**src/rtl/ps2_pkg.sv**
```systemverilog
// Shared PS/2 scan code set 2 constants and decoder state encoding.
package ps2_pkg;

    localparam int FRAME_BITS = 11;
    localparam logic [3:0] LAST_BIT = 4'(FRAME_BITS - 1);

    localparam logic [7:0] SC_EXT    = 8'hE0;
    localparam logic [7:0] SC_BRK    = 8'hF0;
    localparam logic [7:0] SC_BKSP   = 8'h66;
    localparam logic [7:0] SC_LEFT   = 8'h6B;
    localparam logic [7:0] SC_RIGHT  = 8'h74;
    localparam logic [7:0] SC_LSHIFT = 8'h12;
    localparam logic [7:0] SC_RSHIFT = 8'h59;

    typedef enum logic [1:0] {
        DEC_IDLE    = 2'd0,
        DEC_EXT     = 2'd1,
        DEC_BRK     = 2'd2,
        DEC_EXT_BRK = 2'd3
    } dec_state_e;

endpackage

```
**src/rtl/ps2_keyboard_if.sv**
```systemverilog
// PS/2 pin pair plus the key-event pulses handed to the downstream consumer.
interface ps2_keyboard_if #(parameter int SYMBOL_WIDTH = 7);

    logic                    ps2_clk;
    logic                    ps2_data;
    logic                    keyboard_left;
    logic                    keyboard_right;
    logic                    keyboard_backspace;
    logic [SYMBOL_WIDTH-1:0] keyboard_symbol;

    // master: the keyboard/pin side; slave: the decoder
    modport master (
        output ps2_clk, ps2_data,
        input  keyboard_left, keyboard_right, keyboard_backspace, keyboard_symbol
    );

    modport slave (
        input  ps2_clk, ps2_data,
        output keyboard_left, keyboard_right, keyboard_backspace, keyboard_symbol
    );

endinterface

```
**src/rtl/ps2_receiver.sv**
```systemverilog
// PS/2 frame receiver: pin synchronisers, falling-edge detect, shift register, idle timeout.
// Optional parity enforcement with PS2_KEYBOARD_PARITY_CHECK_EN.
module ps2_receiver
    import ps2_pkg::*;
#(
    parameter int TIMEOUT_CYCLES = 2518
) (
    input  logic       clk,
    input  logic       rst,
    input  logic       ps2_clk_i,
    input  logic       ps2_data_i,
    output logic [7:0] byte_data_o,
    output logic       byte_valid_o,
    output logic       parity_err_o
);

    localparam int TW = ($clog2(TIMEOUT_CYCLES) < 1) ? 1 : $clog2(TIMEOUT_CYCLES);
    localparam logic [TW-1:0] TMO_LAST = TW'(TIMEOUT_CYCLES - 1);

    logic [1:0]    clk_sync_q, data_sync_q;
    logic          clk_prev_q;
    logic [3:0]    bit_idx_q, bit_idx_d;
    logic [7:0]    shift_q, shift_d;
    logic          parity_q, parity_d;
    logic          valid_q, valid_d;
    logic          perr_q, perr_d;
    logic [TW-1:0] tmo_q, tmo_d;

    logic fall;
    logic din;

    assign fall = clk_prev_q & ~clk_sync_q[1];
    assign din  = data_sync_q[1];

    always_comb begin
        bit_idx_d = bit_idx_q;
        shift_d   = shift_q;
        parity_d  = parity_q;
        tmo_d     = tmo_q;
        valid_d   = 1'b0;
        perr_d    = 1'b0;
        if (fall) begin
            tmo_d = '0;
            if (bit_idx_q == 4'd0) begin
                if (!din) bit_idx_d = 4'd1;
            end else if (bit_idx_q <= 4'd8) begin
                shift_d   = {din, shift_q[7:1]};
                bit_idx_d = bit_idx_q + 4'd1;
            end else if (bit_idx_q == 4'd9) begin
                parity_d  = din;
                bit_idx_d = bit_idx_q + 4'd1;
            end else begin
                bit_idx_d = 4'd0;
                if (din) begin
`ifdef PS2_KEYBOARD_PARITY_CHECK_EN
                    if (^{shift_q, parity_q}) valid_d = 1'b1;
                    else                      perr_d  = 1'b1;
`else
                    valid_d = 1'b1;
`endif
                end
            end
        end else if (bit_idx_q != 4'd0) begin
            if (tmo_q == TMO_LAST) begin
                bit_idx_d = 4'd0;
                tmo_d     = '0;
            end else begin
                tmo_d = tmo_q + TW'(1);
            end
        end
    end

`ifndef PS2_KEYBOARD_PARITY_CHECK_EN
    logic unused_parity;
    assign unused_parity = parity_q;
`endif

    always_ff @(posedge clk or posedge rst) begin
        if (rst) begin
            clk_sync_q  <= 2'b11;
            data_sync_q <= 2'b11;
            clk_prev_q  <= 1'b1;
            bit_idx_q   <= 4'd0;
            shift_q     <= 8'h00;
            parity_q    <= 1'b0;
            valid_q     <= 1'b0;
            perr_q      <= 1'b0;
            tmo_q       <= '0;
        end else begin
            clk_sync_q  <= {clk_sync_q[0], ps2_clk_i};
            data_sync_q <= {data_sync_q[0], ps2_data_i};
            clk_prev_q  <= clk_sync_q[1];
            bit_idx_q   <= bit_idx_d;
            shift_q     <= shift_d;
            parity_q    <= parity_d;
            valid_q     <= valid_d;
            perr_q      <= perr_d;
            tmo_q       <= tmo_d;
        end
    end

    assign byte_data_o  = shift_q;
    assign byte_valid_o = valid_q;
    assign parity_err_o = perr_q;

endmodule

```
**src/rtl/ps2_keyboard.sv**
```systemverilog
// PS/2 set-2 keyboard decoder: turns received bytes into one-cycle key event pulses.
// Optional parity enforcement with PS2_KEYBOARD_PARITY_CHECK_EN (handled in ps2_receiver).
//   state    | meaning
//   IDLE     | no prefix pending
//   EXT      | E0 seen
//   BRK      | F0 seen
//   EXT_BRK  | E0 F0 seen, next byte is swallowed
module ps2_keyboard
    import ps2_pkg::*;
#(
    parameter int SYMBOL_WIDTH   = 7,
    parameter int TIMEOUT_CYCLES = 2518
) (
    input  logic           clk,
    input  logic           rst,
    ps2_keyboard_if.slave  kbd
);

    localparam logic [1:0] S_IDLE    = DEC_IDLE;
    localparam logic [1:0] S_EXT     = DEC_EXT;
    localparam logic [1:0] S_BRK     = DEC_BRK;
    localparam logic [1:0] S_EXT_BRK = DEC_EXT_BRK;

    logic [7:0] bdata;
    logic       bvalid;
    logic       perr;

    ps2_receiver #(.TIMEOUT_CYCLES(TIMEOUT_CYCLES)) u_rx (
        .clk          (clk),
        .rst          (rst),
        .ps2_clk_i    (kbd.ps2_clk),
        .ps2_data_i   (kbd.ps2_data),
        .byte_data_o  (bdata),
        .byte_valid_o (bvalid),
        .parity_err_o (perr)
    );

    function automatic logic [6:0] scan_to_ascii(input logic [7:0] code, input logic shift);
        logic [6:0] a;
        case (code)
            8'h45: a = shift ? 7'h29 : 7'h30;
            8'h16: a = shift ? 7'h00 : 7'h31;
            8'h1E: a = shift ? 7'h00 : 7'h32;
            8'h26: a = shift ? 7'h00 : 7'h33;
            8'h25: a = shift ? 7'h00 : 7'h34;
            8'h2E: a = shift ? 7'h00 : 7'h35;
            8'h36: a = shift ? 7'h5E : 7'h36;
            8'h3D: a = shift ? 7'h00 : 7'h37;
            8'h3E: a = shift ? 7'h2A : 7'h38;
            8'h46: a = shift ? 7'h28 : 7'h39;
            8'h55: a = shift ? 7'h2B : 7'h3D;
            8'h4E: a = 7'h2D;
            8'h49: a = 7'h2E;
            8'h41: a = 7'h2C;
            8'h4A: a = 7'h2F;
            8'h1C: a = 7'h61;  8'h32: a = 7'h62;  8'h21: a = 7'h63;  8'h23: a = 7'h64;
            8'h24: a = 7'h65;  8'h2B: a = 7'h66;  8'h34: a = 7'h67;  8'h33: a = 7'h68;
            8'h43: a = 7'h69;  8'h3B: a = 7'h6A;  8'h42: a = 7'h6B;  8'h4B: a = 7'h6C;
            8'h3A: a = 7'h6D;  8'h31: a = 7'h6E;  8'h44: a = 7'h6F;  8'h4D: a = 7'h70;
            8'h15: a = 7'h71;  8'h2D: a = 7'h72;  8'h1B: a = 7'h73;  8'h2C: a = 7'h74;
            8'h3C: a = 7'h75;  8'h2A: a = 7'h76;  8'h1D: a = 7'h77;  8'h22: a = 7'h78;
            8'h35: a = 7'h79;  8'h1A: a = 7'h7A;
            default: a = 7'h00;
        endcase
        return a;
    endfunction

    logic [1:0]              state_q, state_d;
    logic                    lsh_q, lsh_d, rsh_q, rsh_d;
    logic                    left_q, left_d, right_q, right_d, bksp_q, bksp_d;
    logic [SYMBOL_WIDTH-1:0] sym_q, sym_d;

    always_comb begin
        state_d = state_q;
        lsh_d   = lsh_q;
        rsh_d   = rsh_q;
        left_d  = 1'b0;
        right_d = 1'b0;
        bksp_d  = 1'b0;
        sym_d   = '0;
        // a corrupted byte may have been a prefix, so never let it leave state behind
        if (perr) begin
            state_d = S_IDLE;
        end else if (bvalid) begin
            case (state_q)
                S_IDLE: begin
                    if (bdata == SC_EXT)         state_d = S_EXT;
                    else if (bdata == SC_BRK)    state_d = S_BRK;
                    else if (bdata == SC_LSHIFT) lsh_d   = 1'b1;
                    else if (bdata == SC_RSHIFT) rsh_d   = 1'b1;
                    else if (bdata == SC_BKSP)   bksp_d  = 1'b1;
                    else sym_d = SYMBOL_WIDTH'(scan_to_ascii(bdata, lsh_q | rsh_q));
                end
                S_EXT: begin
                    if (bdata == SC_BRK) begin
                        state_d = S_EXT_BRK;
                    end else begin
                        state_d = S_IDLE;
                        left_d  = (bdata == SC_LEFT);
                        right_d = (bdata == SC_RIGHT);
                    end
                end
                S_BRK: begin
                    state_d = S_IDLE;
                    if (bdata == SC_LSHIFT) lsh_d = 1'b0;
                    if (bdata == SC_RSHIFT) rsh_d = 1'b0;
                end
                default: state_d = S_IDLE;
            endcase
        end
    end

    always_ff @(posedge clk or posedge rst) begin
        if (rst) begin
            state_q <= S_IDLE;
            lsh_q   <= 1'b0;
            rsh_q   <= 1'b0;
            left_q  <= 1'b0;
            right_q <= 1'b0;
            bksp_q  <= 1'b0;
            sym_q   <= '0;
        end else begin
            state_q <= state_d;
            lsh_q   <= lsh_d;
            rsh_q   <= rsh_d;
            left_q  <= left_d;
            right_q <= right_d;
            bksp_q  <= bksp_d;
            sym_q   <= sym_d;
        end
    end

    assign kbd.keyboard_left      = left_q;
    assign kbd.keyboard_right     = right_q;
    assign kbd.keyboard_backspace = bksp_q;
    assign kbd.keyboard_symbol    = sym_q;

endmodule

```
**src/flat_wrapper.sv**
```systemverilog
// flat-port wrapper written by rule: the top's interface ports become plain ports
module ps2_keyboard_flat import ps2_pkg::*;
#(
    parameter int SYMBOL_WIDTH   = 7,
    parameter int TIMEOUT_CYCLES = 2518
)
  (clk, rst, kbd_ps2_clk, kbd_ps2_data, kbd_keyboard_left, kbd_keyboard_right, kbd_keyboard_backspace, kbd_keyboard_symbol);
  ps2_keyboard_if #(.SYMBOL_WIDTH(SYMBOL_WIDTH)) kbd_i ();
  input  logic clk;
  input  logic rst;
  input wire logic [$bits(kbd_i.ps2_clk)-1:0] kbd_ps2_clk;
  input wire logic [$bits(kbd_i.ps2_data)-1:0] kbd_ps2_data;
  output wire logic [$bits(kbd_i.keyboard_left)-1:0] kbd_keyboard_left;
  output wire logic [$bits(kbd_i.keyboard_right)-1:0] kbd_keyboard_right;
  output wire logic [$bits(kbd_i.keyboard_backspace)-1:0] kbd_keyboard_backspace;
  output wire logic [$bits(kbd_i.keyboard_symbol)-1:0] kbd_keyboard_symbol;
  assign kbd_i.ps2_clk = kbd_ps2_clk;
  assign kbd_i.ps2_data = kbd_ps2_data;
  assign kbd_keyboard_left = kbd_i.keyboard_left;
  assign kbd_keyboard_right = kbd_i.keyboard_right;
  assign kbd_keyboard_backspace = kbd_i.keyboard_backspace;
  assign kbd_keyboard_symbol = kbd_i.keyboard_symbol;
  ps2_keyboard #(.SYMBOL_WIDTH(SYMBOL_WIDTH), .TIMEOUT_CYCLES(TIMEOUT_CYCLES)) u_core (.clk(clk), .rst(rst), .kbd(kbd_i));
endmodule
```
**config.mk**
```make
export PLATFORM = sky130hd
export DESIGN_NAME = ps2_keyboard_flat
export DESIGN_NICKNAME = d
export VERILOG_FILES = /design/src/rtl/ps2_pkg.sv /design/src/rtl/ps2_keyboard_if.sv /design/src/rtl/ps2_receiver.sv /design/src/rtl/ps2_keyboard.sv /design/src/flat_wrapper.sv
export SDC_FILE = /design/constraint.sdc
export NUM_CORES = 1
export LEC_CHECK = 0
export CORE_UTILIZATION = 60
export DETAILED_ROUTE_END_ITERATION = 12
export PLACE_DENSITY = 0.79
export SLEW_MARGIN = 20
export SYNTH_ARGS = -nofsm -noshare
export SYNTH_HDL_FRONTEND = slang
export SYNTH_SLANG_ARGS = --single-unit
```
**constraint.sdc**
```tcl
create_clock -name clk -period 3.4 [get_ports clk]
set_input_delay 0.68 -clock clk [delete_from_list [all_inputs] [get_ports clk]]
set_output_delay 0.68 -clock clk [all_outputs]
set_load 0.005 [all_outputs]
```
==> metrics <==
status completed; multi-input combinational cell area 1618 µm²; post-synthesis adder-cell area fraction 2.196%; top post-synthesis cells by area dfrtp_1 34%, dfstp_2 4.6%, nor2_1 4.1%; Initial Utilization 64.10%; sequential-to-total area share from yosys stat 38.87%; fin crit period 2513 ps; VDD IR max 0.5642 mV; detailed placer's ending HPWL 4.778 mm; Die ar. 5028 µm²; final hold violations 0; Placement Rows 24; Overflow after GRT 0; post-synthesis compound-gate area fraction 21.30%; Hold Path Origin u_core.u_rx.data_sync_q[0]; Post-Route WL 6.956 mm; hold path endpoint u_core.u_rx.data_sync_q[1]; vias in the first global route 2260; Hold Buf Count CTS 0; fin crit share 73.92%; dominant synthesized flop cell dfrtp_1; peak fanout along the critical path 26; critical path arrival 2720 ps; clk slew on worst S/H paths 80 ps; I/O pin total 14; XOR/XNOR share of the synthesized area 1.537%; RR Startpoint u_core.u_rx.byte_data_o[1]; Max Cap Viol 0; Reg area 1107 µm²; Antenna diodes 0; cts bufs inserted 5; R2R Setup Slk 890 ps; crit path launch type flip-flop; DR vias/cell 6.901; width of the die 70.91 µm; PD cells 558.7 nW/µm²; Filler cells 360; sequential power share 44.2%; number of synthesized flops with an enable pin 0; Net Count, Synth 337; IO buf count 13; f_max 397.9 MHz; clock insertion delay at the later pin of the skew report 300 ps; DR WL met2 2.842 mm; wire length per cell 18.11 µm; share of cells above drive strength 1 10.54%; routability cong. 0.9598; Final nets 340; FF-to-FF path depth 5; Min-Delay Path Class flip-flop to flip-flop; DP Area 2988 µm²; placed instance count 376; leakage 1.119 nW; r2r endpoint u_core.kbd.keyboard_symbol[0]; gr usage total 29.14%; first-pass GRT wire length 11.41 mm; RSZ-0062 raised after global routing false; clk_skew 9.537 ps; Ys Warns 0; Setup Fix Bufs, Post-CTS 0; hold depth 0; Setup-failing EPs final 0; WL met3 766 µm; H-Tree Depth 2; Mapped Area 2849 µm²; CTS Sinks 44; Synth Register Bits 44; mux cell area share after synthesis 3.426%; Net Switching 698.2 µW; post-synthesis simple-gate area fraction 28.33%; Tot Pwr 1.737 mW; top-count cell post-synth dfrtp_1; Post-synth top cells 39 x dfrtp_1, 31 x nor2_1, 25 x nand2_1; Metal-1 WL 3.262 mm; Final Instance Count excl. Fillers 384; Gate power share 31.6%; DR iter-0 viols 309; Slew Viols, Final 0; required time worst endpoint 3610 ps; cell area after layout 3109 µm²; Post-Route Setup TNS 0 ps; via count 2650; Die Ht 70.91 µm; Distinct cells, synth 58; share of the synthesized area in the top cell type 34.26%; CTS Root Cell clkbuf_8; TritonRoute pass-1 iters 7; Crit Path Class flip-flop to flip-flop; Clock power frac 24.2%; post-CTS sizing 0; initial antenna violation count 0; P&R area growth vs syn 9.135%; largest family of logic cells by synthesized area simple AND/OR/NAND/NOR gates; top layer in use met4; Int Pwr 1.039 mW; Syn Inst Count 328; Post-synth ARST share 100.0%; CTS Buffer Depth 2; worst slew pin tran 844.6 ps; Synth area leader dfrtp_1; crit end category flip-flop; Synth Area per Inst 8.686 µm²; switch share 40.19%; Core ar. 4444 µm²; Antenna Violating Nets Remaining 0; largest net degree at the start of global routing 30; drt drc 0; final hold slack 351.8 ps; TritonCTS clock tree done; max_slew headroom 43.69%
-- final cells by class --
| type | instances | share of cell area, % |
|---|---|---|
| inverters | 10 | 1.207 |
| flip-flops and latches | 44 | 35.61 |
| well taps | 52 | 2.093 |
| multi-input cells | 253 | 52.03 |
| clock inverters | 2 | 1.247 |
| clock buffers | 6 | 2.656 |
| repair buffers | 17 | 5.151 |
-- power by group through the flow --
stage | logic, mW | registers, mW | clock network [mW]
2_1_floorplan | 0.527 | 0.643 | 0
3_3_place_gp | 0.523 | 0.765 | 0
3_5_place_dp | 0.536 | 0.768 | 0
4_1_cts | 0.539 | 0.758 | 0.428
5_1_grt | 0.608 | 0.784 | 0.446
6_report | 0.549 | 0.768 | 0.420
-- cells by family after synthesis --
group,Yosys count
AO/OA/AOI/OAI,90
XOR/XNOR,5
adder cells (fa/ha/maj),5
buffers and inverters,31
flip-flops,44
multiplexers,9
AND/OR/NAND/NOR,144
-- placed cells by master, fill, tap and decap left out, drive strengths merged, types with 3 or more instances in the layout --
cell and count:
dfrtp 39, nor2 31, o21ai 27, nand2 25, nand3 17, a31oi 15, clkdlybuf4s50 13, nand2b 12
a21oi 12, nor4 11, inv 10, nor2b 9, mux2 6, o22ai 6, clkbuf 6, o31ai 6
ha 5, dfstp 5, nor3b 4, nand4 4, nor3 4, buf 4, nor4b 4, nand4b 3
nand4bb 3, a32oi 3, a22oi 3, mux2i 3, o32ai 3, xor2 3, or2 3, a41oi 3
-- per-stage QoR --
| stage | utilization (%) | setup slack (ps) |
|---|---|---|
| floorplan | - | 1460 |
| CTS | 69.96 | 977.4 |
| finish | 69.96 | 886.9 |
| global route | 69.96 | 712.0 |
| detailed placement | 67.23 | 981.4 |
| global placement | 67.23 | 1089 |
-- worst max-delay path: stages (launching register included) --
cell      delay [ps]
dfrtp_1          900
nor2b_1          660
nand3_1          240
o31ai_1          260
a221oi_1         110
a41oi_1          260
-- flip-flops by register name, indices dropped and copies added, names as in the netlist --
register,flops
u_core.u_rx.data_sync_q,2
u_core.u_rx.byte_valid_o,1
u_core.state_q,2
u_core.u_rx.tmo_q,12
u_core.u_rx.clk_sync_q,2
u_core.kbd.keyboard_right,1
u_core.kbd.keyboard_left,1
u_core.rsh_q,1
u_core.kbd.keyboard_symbol,7
u_core.u_rx.bit_idx_q,4
u_core.u_rx.clk_prev_q,1
u_core.lsh_q,1
u_core.kbd.keyboard_backspace,1
u_core.u_rx.byte_data_o,8
-- worst max path at each step --
stage | from | end | slack, ps | cells past startpoint
CTS | u_core.u_rx.byte_data_o[1] | u_core.kbd.keyboard_symbol[0] | 980 | 5
global route | u_core.u_rx.byte_data_o[1] | u_core.kbd.keyboard_symbol[4] | 710 | 5
finish | u_core.u_rx.byte_data_o[1] | u_core.kbd.keyboard_symbol[0] | 890 | 5
global placement | u_core.u_rx.byte_data_o[1] | u_core.kbd.keyboard_symbol[0] | 1090 | 5
floorplan | u_core.u_rx.bit_idx_q[0] | u_core.u_rx.byte_data_o[0] | 1460 | 5
detailed placement | u_core.u_rx.byte_data_o[1] | u_core.kbd.keyboard_symbol[0] | 980 | 5
-- routing by layer --
metal	vias up	GRT usage, %
met5	-	0
met4	0	8.000
met3	12	4.558
met2	169	39.32
met1	1245	47.78
li1	1224	-
(Power assumes the default switching activity.)
